===== src/rtl/ksa_pkg.sv =====
// Shared definitions for the wide add/subtract sequencer.
//   WORD_W  : width of one adder slice
//   state_e : sequencer FSM states
//   ovf_f   : two's-complement overflow from the MSBs of A, effective B and S
package ksa_pkg;

  localparam int WORD_W = 16;

  typedef enum logic [1:0] {
    IDLE = 2'd0,
    RUN  = 2'd1,
    DONE = 2'd2
  } state_e;

  // b_msb is the MSB after the subtract inversion, so the same rule covers
  // add and subtract.
  function automatic logic ovf_f(input logic a_msb, input logic b_msb,
                                 input logic s_msb);
    return (a_msb == b_msb) && (s_msb != a_msb);
  endfunction

endpackage


===== src/rtl/ksa_16bit.sv =====
// 16-bit Kogge-Stone adder slice, purely combinational.
//   a, b : operand words
//   ci   : carry in
//   s    : sum word
//   co   : carry out of bit WORD_W-1
module ksa_16bit
  import ksa_pkg::*;
(
  input  logic [WORD_W-1:0] a,
  input  logic [WORD_W-1:0] b,
  input  logic              ci,
  output logic [WORD_W-1:0] s,
  output logic              co
);

  localparam int LVLS = $clog2(WORD_W);

  logic [LVLS:0][WORD_W-1:0] g;
  logic [LVLS:0][WORD_W-1:0] p;

  always_comb begin
    g = '0;
    p = '0;
    g[0] = a & b;
    p[0] = a ^ b;
    // Fold the carry-in into bit 0's generate so the prefix tree yields
    // carries that already include ci.
    g[0][0] = g[0][0] | (p[0][0] & ci);
    for (int l = 1; l <= LVLS; l++) begin
      for (int i = 0; i < WORD_W; i++) begin
        if (i >= (1 << (l - 1))) begin
          g[l][i] = g[l-1][i] | (p[l-1][i] & g[l-1][i - (1 << (l - 1))]);
          p[l][i] = p[l-1][i] & p[l-1][i - (1 << (l - 1))];
        end else begin
          g[l][i] = g[l-1][i];
          p[l][i] = p[l-1][i];
        end
      end
    end
  end

  // g[LVLS][i] is the carry out of bit i.
  assign s  = p[0] ^ {g[LVLS][WORD_W-2:0], ci};
  assign co = g[LVLS][WORD_W-1];

endmodule


===== src/rtl/ksa_wide_seq.sv =====
// Multi-cycle WORDS x 16-bit add/subtract sequencer around one shared
// Kogge-Stone slice. One word per cycle, LSW first, carry chained through
// a register.
//   clk, rst            : clock, synchronous active-high reset
//   in_valid/in_ready   : request handshake (accepted only in IDLE)
//   in_a, in_b, in_sub  : operands and op select (1 = A-B)
//   out_valid/out_ready : result handshake (held in DONE)
//   out_sum, out_co     : result mod 2^W and carry out (sub: 1 = no borrow)
//   out_ovf             : signed overflow
module ksa_wide_seq
  import ksa_pkg::*;
#(
  parameter int WORDS = 4
) (
  input  logic                    clk,
  input  logic                    rst,
  input  logic                    in_valid,
  output logic                    in_ready,
  input  logic [WORD_W*WORDS-1:0] in_a,
  input  logic [WORD_W*WORDS-1:0] in_b,
  input  logic                    in_sub,
  output logic                    out_valid,
  input  logic                    out_ready,
  output logic [WORD_W*WORDS-1:0] out_sum,
  output logic                    out_co,
  output logic                    out_ovf
);

  localparam int CW = (WORDS > 1) ? $clog2(WORDS) : 1;
  localparam logic [CW-1:0] LAST = CW'(WORDS - 1);

  typedef logic [WORDS-1:0][WORD_W-1:0] wvec_t;

  state_e        state_q, state_d;
  logic [CW-1:0] cnt_q, cnt_d;
  logic          carry_q, carry_d;
  logic          sub_q, sub_d;
  wvec_t         a_q, a_d, b_q, b_d, sum_q, sum_d;
  logic          co_q, co_d, ovf_q, ovf_d;

  logic [WORD_W-1:0] a_w, b_w, s_w;
  logic              co_w;

  // Word-select muxes feeding the single adder instance.
  always_comb begin
    a_w = '0;
    b_w = '0;
    for (int w = 0; w < WORDS; w++) begin
      if (cnt_q == CW'(w)) begin
        a_w = a_q[w];
        b_w = b_q[w] ^ {WORD_W{sub_q}};
      end
    end
  end

  ksa_16bit u_add (
    .a  (a_w),
    .b  (b_w),
    .ci (carry_q),
    .s  (s_w),
    .co (co_w)
  );

  always_comb begin
    state_d = state_q;
    cnt_d   = cnt_q;
    carry_d = carry_q;
    sub_d   = sub_q;
    a_d     = a_q;
    b_d     = b_q;
    sum_d   = sum_q;
    co_d    = co_q;
    ovf_d   = ovf_q;
    case (state_q)
      IDLE: begin
        if (in_valid) begin
          a_d     = in_a;
          b_d     = in_b;
          sub_d   = in_sub;
          carry_d = in_sub;  // +1 of the two's-complement negate
          cnt_d   = '0;
          state_d = RUN;
        end
      end
      RUN: begin
        for (int w = 0; w < WORDS; w++) begin
          if (cnt_q == CW'(w)) sum_d[w] = s_w;
        end
        carry_d = co_w;
        if (cnt_q == LAST) begin
          // Counter is held here so it never wraps.
          co_d    = co_w;
          ovf_d   = ovf_f(a_w[WORD_W-1], b_w[WORD_W-1], s_w[WORD_W-1]);
          state_d = DONE;
        end else begin
          cnt_d = cnt_q + CW'(1);
        end
      end
      DONE: begin
        if (out_ready) state_d = IDLE;
      end
      default: state_d = IDLE;
    endcase
  end

  always_ff @(posedge clk) begin
    if (rst) begin
      state_q <= IDLE;
      cnt_q   <= '0;
      carry_q <= 1'b0;
      sub_q   <= 1'b0;
      a_q     <= '0;
      b_q     <= '0;
      sum_q   <= '0;
      co_q    <= 1'b0;
      ovf_q   <= 1'b0;
    end else begin
      state_q <= state_d;
      cnt_q   <= cnt_d;
      carry_q <= carry_d;
      sub_q   <= sub_d;
      a_q     <= a_d;
      b_q     <= b_d;
      sum_q   <= sum_d;
      co_q    <= co_d;
      ovf_q   <= ovf_d;
    end
  end

  assign in_ready  = (state_q == IDLE);
  assign out_valid = (state_q == DONE);
  assign out_sum   = sum_q;
  assign out_co    = co_q;
  assign out_ovf   = ovf_q;

endmodule


===== config.mk =====
export PLATFORM = sky130hd
export DESIGN_NAME = ksa_wide_seq
export DESIGN_NICKNAME = d
export VERILOG_FILES = /design/src/rtl/ksa_pkg.sv /design/src/rtl/ksa_16bit.sv /design/src/rtl/ksa_wide_seq.sv
export SDC_FILE = /design/constraint.sdc
export NUM_CORES = 1
export LEC_CHECK = 0
export ABC_AREA = 1
export CAP_MARGIN = 15
export CORE_ASPECT_RATIO = 1.2
export CORE_UTILIZATION = 50
export CTS_CLUSTER_DIAMETER = 40
export DETAILED_ROUTE_END_ITERATION = 10
export HOLD_SLACK_MARGIN = 0.08
export PLACE_DENSITY = 0.84
export SLEW_MARGIN = 20
export SYNTH_ARGS = -nofsm -noshare
export SYNTH_HDL_FRONTEND = slang
export SYNTH_SLANG_ARGS = --single-unit

===== constraint.sdc =====
create_clock -name clk -period 5.2 [get_ports clk]
set_clock_uncertainty 0.15 [all_clocks]
set_input_delay 0.78 -clock clk [delete_from_list [all_inputs] [get_ports clk]]
set_output_delay 0.78 -clock clk [all_outputs]
set_load 0.03 [all_outputs]

==> results of run 1 <==
## state kept, by name, summed over array words and instances (netlist names)
signal and cells:
a_q 64, b_q 64, out_sum 64, cnt_q 2, state_q 2, carry_q 1
out_co 1, out_ovf 1, sub_q 1
## metal layers
| metal | wire length, um | GRT usage [%] |
|---|---|---|
| met5 | 0 | 0 |
| met4 | 1100 | 13.2 |
| met3 | 1160 | 3.87 |
| met2 | 13600 | 48.0 |
| met1 | 11300 | 33.7 |
## path summary, 6_finish.rpt
| kind | startpoint | end | slack, ns | depth (start not counted) |
|---|---|---|---|---|
| min | a_q[31]$_SDFFE_PP0P_ | a_q[31]$_SDFFE_PP0P_ | 0.31 | 2 |
| max reg2reg | cnt_q[1]$_SDFFE_PP0P_ | out_sum[28]$_SDFFE_PP0P_ | 1.02 | 20 |
| max | cnt_q[1]$_SDFFE_PP0P_ | out_sum[28]$_SDFFE_PP0P_ | 1.02 | 20 |
| min reg2reg | a_q[31]$_SDFFE_PP0P_ | a_q[31]$_SDFFE_PP0P_ | 0.31 | 2 |
## power breakdown
part	switching [uW]	total, uW	internal, uW
combinational	711	1140	424
sequential	82.5	1730	1650
clock	625	1370	748
total	1420	4240	2820
## cells in the final DEF, fill, tap and decap left out, types with 19 or more instances in the layout
master and count:
sky130_fd_sc_hd__o21ai_0 209, sky130_fd_sc_hd__o21a_1 34, sky130_fd_sc_hd__a21oi_1 80, sky130_fd_sc_hd__dfxtp_1 199, sky130_fd_sc_hd__inv_1 95, sky130_fd_sc_hd__clkdlybuf4s50_1 200
sky130_fd_sc_hd__nor2_1 295, sky130_fd_sc_hd__nand3_1 74, sky130_fd_sc_hd__nand2_1 116, sky130_fd_sc_hd__xnor2_1 26, sky130_fd_sc_hd__ha_1 19
## worst register-to-register path, delay by kind of cell (launching register included)
| family | cells | cell delay, ns |
|---|---|---|
| AO/OA/AOI/OAI | 4 | 0.57 |
| adder cells (fa/ha/maj) | 3 | 1.49 |
| buffers and inverters | 4 | 0.51 |
| flip-flops | 1 | 0.34 |
| AND/OR/NAND/NOR | 9 | 1.00 |
## stage by stage
stage	cells	util [%]	total power, uW	hold WS, ns	setup slack, ns
2_1_floorplan	1340	-	2500	0.279	2.10
3_3_place_gp	1715	61.6	2870	0.294	1.20
3_5_place_dp	1715	61.6	2890	0.307	1.08
4_1_cts	1747	64.8	4250	0.317	1.06
5_1_grt	1747	64.8	4440	0.356	0.635
6_report	1747	64.8	4240	0.314	1.02
## cell families (layout without fill, tap and decap cells)
kind of cell / Yosys count / count (layout) / share of synthesized area (%)
AND/OR/NAND/NOR: 505 / 505 / 21.4
AO/OA/AOI/OAI: 389 / 389 / 22.6
flip-flops: 200 / 200 / 41.2
buffers and inverters: 191 / 342 / 8.84
XOR/XNOR: 34 / 34 / 3.14
adder cells (fa/ha/maj): 21 / 21 / 2.86
## layout make-up
cell class | instances | area [um^2] | area share [%]
repair buffers | 207 | 2070 | 16.9
well taps | 256 | 320 | 2.61
clock buffers | 19 | 453 | 3.69
flip-flops and latches | 200 | 4010 | 32.6
multi-input cells | 949 | 4870 | 39.7
inverters | 103 | 393 | 3.20
clock inverters | 13 | 163 | 1.33
==> out/results.txt, run 1 <==
post-route ant nets - 0
setup repair after global routing missed its margin - no
endpoints failing setup - 0
clk_lat worst skew - 0.45 ns
post-route DRC violation count - 0
stage delay of the slowest cell on the critical path - 0.75 ns
starting density of the core - 51.4%
normalized max-slew margin - 41.4%
number of hold-slack violations in the final timing report - 0
area enclosed by the die boundary - 0.0200 mm^2
highest-delay cell along the critical path - sky130_fd_sc_hd__ha_1
placed cell areas - 0.0117 mm^2
Sinks on Clock Net - 200
Largest delay share family, worst path - adder cells
slew at the pin closest to its max-slew limit - 0.879 ns
number of hold-repair buffers added at the cts stage - 0
clock tree root buffer cell - sky130_fd_sc_hd__clkbuf_16
leakage dissipation - 0.00521 uW
Core Area - 0.0189 mm^2
First-pass DRT Iterations - 5
status - complete, no violations
Area contributors post-synth - sky130_fd_sc_hd__dfxtp_1, sky130_fd_sc_hd__nor2_1, sky130_fd_sc_hd__o21ai_0, sky130_fd_sc_hd__nand2_1, sky130_fd_sc_hd__a21oi_1
reported max-cap violation count - 0
die height - 155 um
worst path bufs/invs - 4
Avg Inst Size Synth - 7.26 um^2
number of flip-flops and latches in the synthesized netlist - 200
number of cell rows - 55
filler cell count - 1632
synth cell count leaders - sky130_fd_sc_hd__nor2_1, sky130_fd_sc_hd__o21ai_0, sky130_fd_sc_hd__dfxtp_1
routability congestion estimate - 0.958
max frequency - 239 MHz
TritonCTS clock tree - done
share of synthesized area occupied by flip-flops and latches - 41.2%
count of flip-flops with a built-in enable after synthesis - 0
cell type contributing the most total cell area after synthesis - sky130_fd_sc_hd__dfxtp_1
HPWL after detailed placement - 20.4 mm
port buffer count - 200
ratio of cells with drive above 1 in the final layout - 4.49%
signal arrival time at the worst endpoint - 4.38 ns
Final Cycle Share - 80.4%
H-Tree Depth - 4
vias in the first global route - 8597
synthesis-to-finish area growth - 26.1%
crit-path max FO - 19
count of inserted antenna diode cells - 0
crit path capture type - flop
total number of nets in the final design - 1632
total routing resource utilization after global routing - 27.8%
path class of the lowest-slack min-delay path - reg2reg
antenna violations before repair - 0
critical path, cell by cell - inv_1 > ha_1 > nor2_8 > inv_2 > a21oi_1 > o21ai_0 > a21oi_1 > o22ai_1 > fa_1 > inv_1 > fa_1 > nand2_1 > nand2_1 > and2_1 > nand4_1 > nand3_1 > nand2_2 > nand3_1 > nand2_1 > inv_1
Gates resized, CTS repair - 0
synthesized instance count - 1340
total grt overflow - 0
post-CTS setup buffer count - 0
yosys warns - 0
worst endpoint required time - 5.40 ns
wire length of the first global-routing pass - 43.0 mm
total power divided by cell area - 346 mW/mm^2
post-CTS clock slew at the launch and capture registers of the worst setup and hold paths - 0.07 ns
fraction of registers with async set or reset after synthesis - 0%
number of distinct standard cells referenced by the synthesized netlist - 40
number of DRC markers after the initial detailed-route iteration - 708
most common cell in the synthesized netlist - sky130_fd_sc_hd__nor2_1
Total Negative Setup Slacks - 0 ns
die span in x - 129 um
Avg Vias per Cell - 5.31
CP Class - reg2reg
Final Cell Area - 0.0123 mm^2
Mapped Nets - 1494
maximum number of pins on one net before global-route repair - 116
total standard cell area after synthesis - 0.00972 mm^2
mean routed wirelength per cell - 15.6 um
total wire length - 27.2 mm
Final Critical Period - 4.18 ns
Worst Setup Start Kind - flop
area share of the largest cell type after synthesis - 41.2%
number of buffers on the longest clock path - 2
worst ir drop on vdd - 0.245 mV
CTS buffer count - 17
most frequently used flop master after synthesis - sky130_fd_sc_hd__dfxtp_1
number of top-level pins - 201
DR vias - 9282
Slew Viols, Final - 0
(Power assumes the default switching activity.)
==> inputs of run 2 (changes only) <==
- clock period: 5.2 -> 4 ns (I/O delays scaled with it)
==> out/results.txt, run 2 (synthesized netlist as in run 1, its figures left out) <==
reported max-cap violation count - 0
Final Cycle Share - 90.3%
worst ir drop on vdd - 0.344 mV
highest-delay cell along the critical path - sky130_fd_sc_hd__fa_1
Final Cell Area - 0.0123 mm^2
most frequent cells in the layout - sky130_fd_sc_hd__nor2_1, sky130_fd_sc_hd__o21ai_0, sky130_fd_sc_hd__clkdlybuf4s50_1, sky130_fd_sc_hd__dfxtp_1, sky130_fd_sc_hd__nand2_1
Avg Vias per Cell - 5.30
count of inserted antenna diode cells - 0
leakage dissipation - 0.00524 uW
slew at the pin closest to its max-slew limit - 0.954 ns
number of buffers on the longest clock path - 2
total wire length - 26.9 mm
antenna violations before repair - 0
setup repair after global routing missed its margin - no
worst path bufs/invs - 5
port buffer count - 200
vias in the first global route - 8497
First-pass DRT Iterations - 7
CP Class - reg2reg
Total Negative Setup Slacks - 0 ns
post-route ant nets - 0
wire length of the first global-routing pass - 42.6 mm
synthesis-to-finish area growth - 26.5%
max frequency - 277 MHz
ratio of cells with drive above 1 in the final layout - 4.75%
mean routed wirelength per cell - 15.4 um
filler cell count - 1631
TritonCTS clock tree - done
most frequent standard cell in the layout excluding fill and tap cells - sky130_fd_sc_hd__nor2_1
DR vias - 9294
area enclosed by the die boundary - 0.0200 mm^2
number of top-level pins - 201
Slew Viols, Final - 0
Gates resized, CTS repair - 0
setup slack on the worst flop-to-flop path - 0.39 ns
placed cell areas - 0.0117 mm^2
routability congestion estimate - 0.983
Largest delay share family, worst path - adder cells
number of DRC markers after the initial detailed-route iteration - 739
normalized max-slew margin - 36.4%
total routing resource utilization after global routing - 27.5%
Final Critical Period - 3.61 ns
starting density of the core - 51.4%
post-CTS setup buffer count - 0
post-route DRC violation count - 0
most prevalent standard cell on the critical path - sky130_fd_sc_hd__nand2_1
number of hold-slack violations in the final timing report - 0
stage delay of the slowest cell on the critical path - 0.48 ns
total power divided by cell area - 444 mW/mm^2
crit-path max FO - 16
total number of nets in the final design - 1637
die height - 155 um
maximum number of pins on one net before global-route repair - 195
worst endpoint required time - 4.18 ns
clk_lat worst skew - 0.44 ns
signal arrival time at the worst endpoint - 3.80 ns
status - complete, no violations
total grt overflow - 0
die span in x - 129 um
CTS buffer count - 17
post-CTS clock slew at the launch and capture registers of the worst setup and hold paths - 0.07 ns
Worst Setup Start Kind - flop
number of cell rows - 55
endpoints failing setup - 0
path class of the lowest-slack min-delay path - reg2reg
Sinks on Clock Net - 200
critical path, cell by cell - inv_1 > ha_1 > inv_1 > nor2_8 > inv_2 > a21oi_1 > o21ai_0 > a21oi_1 > o22ai_1 > fa_1 > inv_1 > fa_1 > nand2_1 > nand2_1 > nand3_1 > nand2_1 > nand2_1 > nand2_1 > nand3_1 > nand3_1 > nand2_1 > inv_1
crit path capture type - flop
H-Tree Depth - 4
clock tree root buffer cell - sky130_fd_sc_hd__clkbuf_16
number of hold-repair buffers added at the cts stage - 0
Core Area - 0.0189 mm^2
Post-Route Hold Slack - 0.324 ns
HPWL after detailed placement - 20.0 mm
==> run 2: power breakdown <==
part / total (uW) / switching [uW] / internal (uW)
clock: 1720 / 761 / 963
sequential: 2250 / 108 / 2150
combinational: 1480 / 923 / 557
total: 5460 / 1790 / 3670
==> run 2: worst register-to-register path, cell delays in order, from the launching register on <==
cell and delay (ns):
sky130_fd_sc_hd__dfxtp_1 0.38, sky130_fd_sc_hd__inv_1 0.10, sky130_fd_sc_hd__ha_1 0.21, sky130_fd_sc_hd__inv_1 0.23
sky130_fd_sc_hd__nor2_8 0.11, sky130_fd_sc_hd__inv_2 0.25, sky130_fd_sc_hd__a21oi_1 0.07, sky130_fd_sc_hd__o21ai_0 0.08
sky130_fd_sc_hd__a21oi_1 0.08, sky130_fd_sc_hd__o22ai_1 0.24, sky130_fd_sc_hd__fa_1 0.23, sky130_fd_sc_hd__inv_1 0.07
sky130_fd_sc_hd__fa_1 0.48, sky130_fd_sc_hd__nand2_1 0.09, sky130_fd_sc_hd__nand2_1 0.06, sky130_fd_sc_hd__nand3_1 0.06
sky130_fd_sc_hd__nand2_1 0.10, sky130_fd_sc_hd__nand2_1 0.10, sky130_fd_sc_hd__nand2_1 0.07, sky130_fd_sc_hd__nand3_1 0.11
sky130_fd_sc_hd__nand3_1 0.10, sky130_fd_sc_hd__nand2_1 0.10, sky130_fd_sc_hd__inv_1 0.05
==> run 2: final cells by class <==
class                           count  area (um^2)  share of cell area (%)
Sequential cell                   200         4010                    32.6
Tap cell                          256          320                    2.60
Timing Repair Buffer              212         2120                    17.2
Clock buffer                       20          457                    3.71
Clock inverter                     12          141                    1.15
Multi-Input combinational cell    949         4870                    39.6
Inverter                          103          393                    3.19
==> run 2: routing by layer <==
layer	routed length, um	track usage (%)	share of wire (%)
met3	1310	3.84	4.9
met2	13600	47.9	51
met5	0	0	0
met4	1120	13.9	4.1
met1	10900	32.5	40
==> run 2: metrics by stage <==
stage	setup slack, ns	cells	utilization [%]	power (uW)
after CTS	0.442	1752	65.0	5460
after detailed placement	0.479	1720	61.8	3750
final	0.388	1752	65.0	5460
after floorplan	0.898	1340	-	3250
after global routing	0.116	1752	65.0	5720
after global placement	0.590	1720	61.8	3730
==> run 2: path summary, 6_finish.rpt <==
kind	startpoint	endpoint	depth (start not counted)
max	cnt_q[0]$_SDFFE_PP0P_	carry_q$_SDFFE_PP0P_	22
min	a_q[63]$_SDFFE_PP0P_	a_q[63]$_SDFFE_PP0P_	2
max reg2reg	cnt_q[0]$_SDFFE_PP0P_	carry_q$_SDFFE_PP0P_	22
min reg2reg	a_q[63]$_SDFFE_PP0P_	a_q[63]$_SDFFE_PP0P_	2
==> inputs of run 3 (changes only) <==
- CORE_UTILIZATION: 50 -> 52
- PLACE_DENSITY: 0.84 -> 0.87
- SKIP_LAST_GASP: not set -> 1
==> out/results.txt, run 3 (synthesized netlist as in run 1, its figures left out) <==
number of top-level pins - 201
total wire length - 27.0 mm
crit-path max FO - 16
post-CTS clock slew at the launch and capture registers of the worst setup and hold paths - 0.08 ns
starting density of the core - 53.3%
total routing resource utilization after global routing - 28.3%
post-route DRC violation count - 0
setup slack on the worst flop-to-flop path - 0.44 ns
most frequent cells in the layout - sky130_fd_sc_hd__nor2_1, sky130_fd_sc_hd__o21ai_0, sky130_fd_sc_hd__clkdlybuf4s50_1, sky130_fd_sc_hd__dfxtp_1, sky130_fd_sc_hd__nand2_1
CTS buffer count - 17
setup repair after global routing missed its margin - no
First-pass DRT Iterations - 5
maximum number of pins on one net before global-route repair - 72
vias in the first global route - 8648
endpoints failing setup - 0
Sinks on Clock Net - 200
Final Cycle Share - 89.1%
Worst Setup Start Kind - flop
total power divided by cell area - 443 mW/mm^2
number of DRC markers after the initial detailed-route iteration - 751
max frequency - 281 MHz
clock tree root buffer cell - sky130_fd_sc_hd__clkbuf_16
worst endpoint required time - 4.19 ns
Gates resized, CTS repair - 0
CP Class - reg2reg
Total Negative Setup Slacks - 0 ns
leakage dissipation - 0.00523 uW
port buffer count - 200
start point of the critical path - cnt_q[0]$_SDFFE_PP0P_
Slew Viols, Final - 0
critical path, cell by cell - inv_1 > ha_1 > inv_1 > nor2_8 > inv_2 > a21oi_1 > o21ai_0 > a21oi_1 > o22ai_1 > fa_1 > inv_1 > fa_1 > nand2_1 > nand2_1 > nand3_1 > nand2_1 > nand2_1 > nand2_1 > nand2_1 > nand3_1 > nand2_1 > inv_1
Final Critical Period - 3.56 ns
mean routed wirelength per cell - 15.7 um
Reg-to-Reg End - out_sum[56]$_SDFFE_PP0P_
slew at the pin closest to its max-slew limit - 0.743 ns
most frequent standard cell in the layout excluding fill and tap cells - sky130_fd_sc_hd__nor2_1
antenna violations before repair - 0
TritonCTS clock tree - done
Overall Power - 5430 uW
path class of the lowest-slack min-delay path - reg2reg
stage delay of the slowest cell on the critical path - 0.48 ns
placed cell areas - 0.0117 mm^2
filler cell count - 1451
post-route ant nets - 0
count of inserted antenna diode cells - 0
routability congestion estimate - 0.936
H-Tree Depth - 4
origin of the critical flop-to-flop path - cnt_q[0]$_SDFFE_PP0P_
DR vias - 9423
normalized max-slew margin - 50.3%
most prevalent standard cell on the critical path - sky130_fd_sc_hd__nand2_1
HPWL after detailed placement - 19.8 mm
highest-delay cell along the critical path - sky130_fd_sc_hd__fa_1
clk_lat worst skew - 0.45 ns
number of hold-slack violations in the final timing report - 0
ratio of cells with drive above 1 in the final layout - 4.88%
total number of nets in the final design - 1638
worst ir drop on vdd - 0.334 mV
number of cell rows - 54
Core Area - 0.0182 mm^2
reported max-cap violation count - 0
synthesis-to-finish area growth - 26.1%
die span in x - 127 um
number of buffers on the longest clock path - 2
status - complete, no violations
die height - 152 um
post-CTS setup buffer count - 0
capturing element of the worst setup path - out_sum[56]$_SDFFE_PP0P_
Final Cell Area - 0.0123 mm^2
signal arrival time at the worst endpoint - 3.76 ns
crit path capture type - flop
area enclosed by the die boundary - 0.0193 mm^2
total grt overflow - 0
wire length of the first global-routing pass - 43.2 mm
number of hold-repair buffers added at the cts stage - 0
Avg Vias per Cell - 5.48
worst reg-to-reg path cell count - 22
## run 3: cell count changes in the layout (fill, tap and decap cells not counted)
cell,change
sky130_fd_sc_hd__clkbuf_8,-1
sky130_fd_sc_hd__clkbuf_1,-1
sky130_fd_sc_hd__clkinv_4,-2
sky130_fd_sc_hd__inv_8,+1
sky130_fd_sc_hd__clkinvlp_4,+2
sky130_fd_sc_hd__bufinv_16,-1
sky130_fd_sc_hd__inv_6,+2
sky130_fd_sc_hd__buf_12,+1
## run 3: how the worst min path moves through the flow
| stage | startpoint | to | cells after the start |
|---|---|---|---|
| after global routing | a_q[63]$_SDFFE_PP0P_ | a_q[63]$_SDFFE_PP0P_ | 2 |
| after global placement | a_q[63]$_SDFFE_PP0P_ | a_q[63]$_SDFFE_PP0P_ | 2 |
| final | a_q[63]$_SDFFE_PP0P_ | a_q[63]$_SDFFE_PP0P_ | 2 |
| after CTS | a_q[63]$_SDFFE_PP0P_ | a_q[63]$_SDFFE_PP0P_ | 2 |
| after floorplan | a_q[63]$_SDFFE_PP0P_ | a_q[63]$_SDFFE_PP0P_ | 2 |
| after detailed placement | a_q[63]$_SDFFE_PP0P_ | a_q[63]$_SDFFE_PP0P_ | 2 |
## run 3: report_power, final
group	switching (uW)	leakage [uW]	internal [uW]	total (uW)
clock network	798	0.000272	889	1690
logic	927	0.00331	559	1490
registers	108	0.00165	2140	2250
total	1830	0.00523	3590	5430
## run 3: worst max-delay path, delay by kind of cell (launching register included)
| family | cells | cell delay [ns] |
|---|---|---|
| adder cells (fa/ha/maj) | 3 | 0.91 |
| buffers and inverters | 5 | 0.69 |
| AO/OA/AOI/OAI | 4 | 0.42 |
| flip-flops | 1 | 0.39 |
| AND/OR/NAND/NOR | 10 | 0.88 |
## run 3: cell type report
type                    count  area, um^2  area share (%)
multi-input cells         949        4870            39.7
clock buffers              18         439            3.58
repair buffers            213        2140            17.4
clock inverters            14         138            1.12
well taps                 224         280            2.29
flip-flops and latches    200        4010            32.7
inverters                 103         393            3.21
## run 3: layer usage
| layer | vias to the layer above | track usage (%) | part of all wire (%) |
|---|---|---|---|
| met5 | - | 0 | 0 |
| met4 | 0 | 13.2 | 3.8 |
| met1 | 4254 | 35.3 | 41 |
| met2 | 415 | 47.6 | 49 |
| li1 | 4691 | - | - |
| met3 | 63 | 4.47 | 6.2 |
## run 3: stage by stage
step	util, %	hold slack [ns]	setup WS, ns	instances
4_1_cts	67.2	0.308	0.482	1721
5_1_grt	67.2	0.354	0.143	1721
2_1_floorplan	-	0.279	0.898	1340
6_report	67.2	0.315	0.437	1721
3_3_place_gp	64.0	0.290	0.650	1689
3_5_place_dp	64.0	0.297	0.512	1689
